===== config.mk =====
export PLATFORM = sky130hd
export DESIGN_NAME = dram_store_buf
export DESIGN_NICKNAME = d
export VERILOG_FILES = /design/src/rtl/dram_store_buf.sv
export SDC_FILE = /design/constraint.sdc
export NUM_CORES = 1
export LEC_CHECK = 0
export ABC_AREA = 1
export CORE_ASPECT_RATIO = 1.4
export CORE_MARGIN = 2
export CORE_UTILIZATION = 58
export CTS_BUF_LIST = sky130_fd_sc_hd__clkbuf_4
export CTS_CLUSTER_SIZE = 14
export DETAILED_ROUTE_END_ITERATION = 16
export PLACE_DENSITY = 0.87
export SKIP_LAST_GASP = 1
export SYNTH_ARGS = -nofsm -noshare
export SYNTH_HDL_FRONTEND = slang
export SYNTH_SLANG_ARGS = --single-unit

===== constraint.sdc =====
create_clock -name clk_i -period 3.01 [get_ports clk_i]
set_clock_uncertainty 0.05 [all_clocks]
set_input_delay 0.4515 -clock clk_i [delete_from_list [all_inputs] [get_ports clk_i]]
set_output_delay 0.4515 -clock clk_i [all_outputs]
set_load 0.01 [all_outputs]

===== src/rtl/dram_store_buf.sv =====
// Store buffer between byte-enable generation and the data RAM write port.
// It lane-shifts each store and queues it in order, and flags loads that hit a pending word.
module dram_store_buf #(
  parameter int XLEN  = 32,
  parameter int DEPTH = 4
) (
  input  logic            clk_i,
  input  logic            rst_n_i,
  input  logic            st_valid_i,
  output logic            st_ready_o,
  input  logic [XLEN-1:0] st_addr_i,
  input  logic [XLEN-1:0] st_data_i,
  input  logic [3:0]      st_byte_en_i,
  input  logic            ld_chk_en_i,
  input  logic [XLEN-1:0] ld_addr_i,
  output logic            ld_hazard_o,
  output logic            dram_wr_en_o,
  input  logic            dram_wr_gnt_i,
  output logic [XLEN-1:0] dram_wr_addr_o,
  output logic [XLEN-1:0] dram_wr_data_o,
  output logic [3:0]      dram_wr_byte_en_o,
  output logic            misalign_o,
  output logic            empty_o,
  output logic            full_o
);

  localparam int AW = $clog2(DEPTH);
  localparam logic [AW:0] FULL_CNT = (AW+1)'(DEPTH);

  logic [XLEN-3:0] entry_addr [DEPTH];
  logic [XLEN-1:0] entry_data [DEPTH];
  logic [3:0]      entry_be   [DEPTH];

  logic [DEPTH-1:0] valid_reg;
  logic [AW-1:0]    wr_ptr_reg;
  logic [AW-1:0]    rd_ptr_reg;
  logic [AW:0]      count_reg;
  logic             misalign_reg;

  logic [1:0]       sh;
  logic [XLEN-1:0]  data_sh;
  logic [3:0]       be_sh;
  logic             take;
  logic             misaligned;
  logic             push;
  logic             pop;
  logic [DEPTH-1:0] hit;

  assign sh      = st_addr_i[1:0];
  assign data_sh = st_data_i << {sh, 3'b000};
  assign be_sh   = st_byte_en_i << sh;

  assign empty_o    = (count_reg == '0);
  assign full_o     = (count_reg == FULL_CNT);
  assign st_ready_o = ~full_o;

  // Misaligned and all-zero-enable stores are consumed but never queued.
  assign take       = st_valid_i && st_ready_o;
  assign misaligned = ((st_byte_en_i == 4'b0011) && st_addr_i[0]) ||
                      ((st_byte_en_i == 4'b1111) && (st_addr_i[1:0] != 2'b00));
  assign push       = take && (st_byte_en_i != 4'b0000) && !misaligned;
  assign pop        = dram_wr_en_o && dram_wr_gnt_i;

  assign dram_wr_en_o      = ~empty_o;
  assign dram_wr_addr_o    = empty_o ? '0 : {entry_addr[rd_ptr_reg], 2'b00};
  assign dram_wr_data_o    = empty_o ? '0 : entry_data[rd_ptr_reg];
  assign dram_wr_byte_en_o = empty_o ? 4'b0000 : entry_be[rd_ptr_reg];
  assign misalign_o        = misalign_reg;

  // Word-granular match; the entry being popped this cycle is still valid here.
  genvar gi;
  generate
    for (gi = 0; gi < DEPTH; gi++) begin : g_hit
      assign hit[gi] = valid_reg[gi] && (entry_addr[gi] == ld_addr_i[XLEN-1:2]);
    end
  endgenerate

  assign ld_hazard_o = ld_chk_en_i && (|hit);

  always_ff @(posedge clk_i) begin
    if (push) begin
      entry_addr[wr_ptr_reg] <= st_addr_i[XLEN-1:2];
      entry_data[wr_ptr_reg] <= data_sh;
      entry_be[wr_ptr_reg]   <= be_sh;
    end
  end

  always_ff @(posedge clk_i or negedge rst_n_i) begin
    if (!rst_n_i) begin
      valid_reg    <= '0;
      wr_ptr_reg   <= '0;
      rd_ptr_reg   <= '0;
      count_reg    <= '0;
      misalign_reg <= 1'b0;
    end else begin
      misalign_reg <= take && misaligned;
      if (push) begin
        valid_reg[wr_ptr_reg] <= 1'b1;
        wr_ptr_reg            <= wr_ptr_reg + AW'(1);
      end
      if (pop) begin
        valid_reg[rd_ptr_reg] <= 1'b0;
        rd_ptr_reg            <= rd_ptr_reg + AW'(1);
      end
      case ({push, pop})
        2'b10:   count_reg <= count_reg + (AW+1)'(1);
        2'b01:   count_reg <= count_reg - (AW+1)'(1);
        default: count_reg <= count_reg;
      endcase
    end
  end

endmodule


==> results.json <==
{
  "path_cells": "buf_12 > clkbuf_16 > nand2_1 > o211ai_1 > a21oi_1 > clkdlybuf4s50_1",
  "maxSlewViolCount": 0,
  "cp_num_buf_inv": 3,
  "dp_hpwl_mm": 26.2,
  "antenna_found_initial": 4,
  "clk_transition_reported_paths_ns": 0.08,
  "holdCritPathClass": "input pin to async pin",
  "drt_wl_total_mm": 40.2,
  "clock-sinks": 276,
  "pre_cts_slack_ns": -0.0189,
  "vias": 11200,
  "grt_pass1_vias": 10700,
  "grt_pass1_wl_mm": 58.4,
  "drc": 0,
  "worstMarginPinSlew_ns": 0.743,
  "placed_cell_area_um2": 15900,
  "end_kind": "primary output",
  "outcome": "complete, but fails checks",
  "fin_setup_tns_ns": -0.0498,
  "initial_core_util_pct": 59.0,
  "worstPathArrival_ns": 2.53,
  "gp_congestion": 0.968,
  "final_hold_viol_count": 0,
  "drtPass1Iterations": 5,
  "syn_inst": 1444,
  "dieHeight_um": 186,
  "cts_tree": "built",
  "cp.required_ns": 2.51,
  "wire_per_inst_um": 20.0,
  "synth_seq_cells": 276,
  "setup_viol": 4,
  "power.leakage_nw": 7.09,
  "fillCellCount": 1639,
  "ys_types": 42,
  "ir_drop_v": 0.000654,
  "core_region_area_um2": 23200,
  "yosys_warnings": 0,
  "synthToLayoutAreaGrowth_pct": 24.0,
  "largest_reg_flops": 128,
  "io_buffer_count": 174,
  "crit_path_max_fanout": 36,
  "max-slew-margin-rel_pct": 50.3,
  "viasPerCell": 5.56,
  "ant_nets": 0,
  "critPathSlowestCell": "dfrtp_4",
  "start_kind": "register",
  "rsz0062_at_grt": "yes",
  "path_class": "register to primary output",
  "violations": "negative setup slack",
  "clk_latency_ns": 0.69,
  "layout.nets": 1771,
  "fin_util_pct": 73.2,
  "top_regs": "entry_data (128), entry_addr (120), entry_be (16)",
  "drive_above_1_share_pct": 12.0,
  "die_area_um2": 24900,
  "ys.flop_type": "edfxtp_1",
  "setup_ws_ns": -0.0211,
  "clock.fmax_mhz": 330,
  "cts_buffer_depth": 3,
  "async_reset_ff_share_pct": 4.35,
  "grt-ovfl-total": 0,
  "avgSynthCellArea_um2": 9.48,
  "cts-root-buf": "clkbuf_4",
  "crit_path_max_incr_delay_ns": 0.57,
  "min_period_over_period_pct": 101,
  "drt_iter0_markers": 944,
  "synth_edf_count": 264,
  "num_rows": 66,
  "ioPinCount": 179,
  "powerDensity_nw_per_um2": 886,
  "yosysSeqAreaShare_pct": 60.1,
  "period_minus_slack_ns": 3.03,
  "maxCapViolCount": 0,
  "ctsHoldBuffers": 0,
  "design_area_um2": 17000,
  "numCtsBuffers": 60,
  "syn_area_um2": 13700,
  "grt_max_degree": 74,
  "dieWidth_um": 134,
  "gr-usage-all-layers_pct": 31.4,
  "cp_top_family": "buffers and inverters",
  "ctsHtreeMaxLevel": 2,
  "regMostFlops": "entry_data",
  "hold_ws_ns": 0.118
}
[routing by layer]
metal	GRT usage (%)	routed length, um	up-vias
li1	-	-	5231
met1	34.2	13700	5228
met2	57.4	21100	581
met3	5.61	3110	118
met4	17.9	2180	4
met5	0	31	-
[power by group]
part	leakage [nW]	switching [mW]	internal, mW	total (mW)
Combinational	4.10	4.11	2.89	7.00
Clock	0.435	1.40	1.31	2.71
Sequential	2.56	0.316	5.02	5.34
[layout make-up]
cell class / count / area [um^2] / area share (%)
diodes: 3 / 7.51 / 0.0442
clock buffers: 78 / 586 / 3.45
clock inverters: 28 / 146 / 0.862
inverters: 181 / 694 / 4.09
multi-input cells: 919 / 4480 / 26.4
flip-flops and latches: 276 / 8230 / 48.5
well taps: 306 / 383 / 2.26
repair buffers: 218 / 2450 / 14.4
[synthesized netlist by cell type (4+ instances only)]
library cell	n	share of area, %
clkinv_1	13	0.36
nor2_4	6	0.49
nand3_1	5	0.18
buf_6	7	0.58
inv_2	32	0.88
buf_1	7	0.19
edfxtp_1	264	58
clkbuf_2	5	0.18
buf_2	27	0.99
o32ai_1	7	0.45
xnor2_1	34	2.2
o211ai_1	6	0.33
nand2_1	294	8.1
o21ai_0	88	3.2
dfrtp_1	12	2.2
ha_1	9	0.82
buf_4	5	0.27
a2bb2oi_2	4	0.44
a21oi_1	121	4.4
nand4_1	12	0.55
clkbuf_1	18	0.49
inv_1	134	3.7
a22oi_1	8	0.44
xor2_1	6	0.38
nor2_1	238	6.5
o21ai_1	60	2.2
[layout by cell type, fill, tap and decap left out, types with 6 or more instances in the layout]
cell type,instances
o211ai_1,6
buf_12,12
nand4_1,12
clkinv_2,9
o21ai_0,88
buf_4,21
xnor2_2,6
clkdlybuf4s50_1,114
o32ai_1,7
dfrtp_1,10
inv_1,134
dlygate4sd2_1,31
clkbuf_4,78
xnor2_1,28
xor2_1,6
edfxtp_1,264
ha_1,9
o21ai_1,60
nor2_4,7
nand2_1,292
inv_2,30
dlymetal6s2s_1,29
a21oi_1,117
nor2_1,237
clkinv_1,30
a22oi_1,8
[kinds of logic after synthesis]
logic type,count (synthesis),synth area share (%)
and+or+nand+nor,564,16.5
xor gates and xnor gates,41,2.68
buffers and inverters,250,7.72
DFF,276,60.1
adders and majority gates,10,0.969
other,1,0.0274
AOI/OAI and AO/OA,302,12.0
[stage by stage]
stage / total power [mW] / cells
after floorplan: 8.97 / 1445
after global placement: 11.9 / 1889
after detailed placement: 12.1 / 1889
after CTS: 14.9 / 2002
after global routing: 15.8 / 2008
final: 15.0 / 2009
[final timing paths]
check                                               to  depth (start not counted)                       from  slack (ns)
hold / removal                    misalign_o$_DFF_PN0_                          1                    rst_n_i        0.12
hold reg to reg               count_reg[0]$_DFFE_PN0P_                          1   count_reg[0]$_DFFE_PN0P_        0.44
setup reg to reg              count_reg[2]$_DFFE_PN0P_                         13   count_reg[0]$_DFFE_PN0P_        0.57
min in group clk_i         entry_addr[0][18]$_DFFE_PP_                          1              st_addr_i[20]        0.33
setup / recovery                     dram_wr_addr_o[6]                          6  rd_ptr_reg[0]$_DFFE_PN0N_       -0.02
max in group asynchronous    rd_ptr_reg[0]$_DFFE_PN0N_                          1                    rst_n_i        2.28
[repair_timing]
action	CTS	global route
pin swaps	4	5
hold endpoints to repair	0	0
setup buffers	3	2
resized for setup	51	34
gates cloned	4	2
setup endpoints to repair	68	36
(Power assumes the default switching activity.)
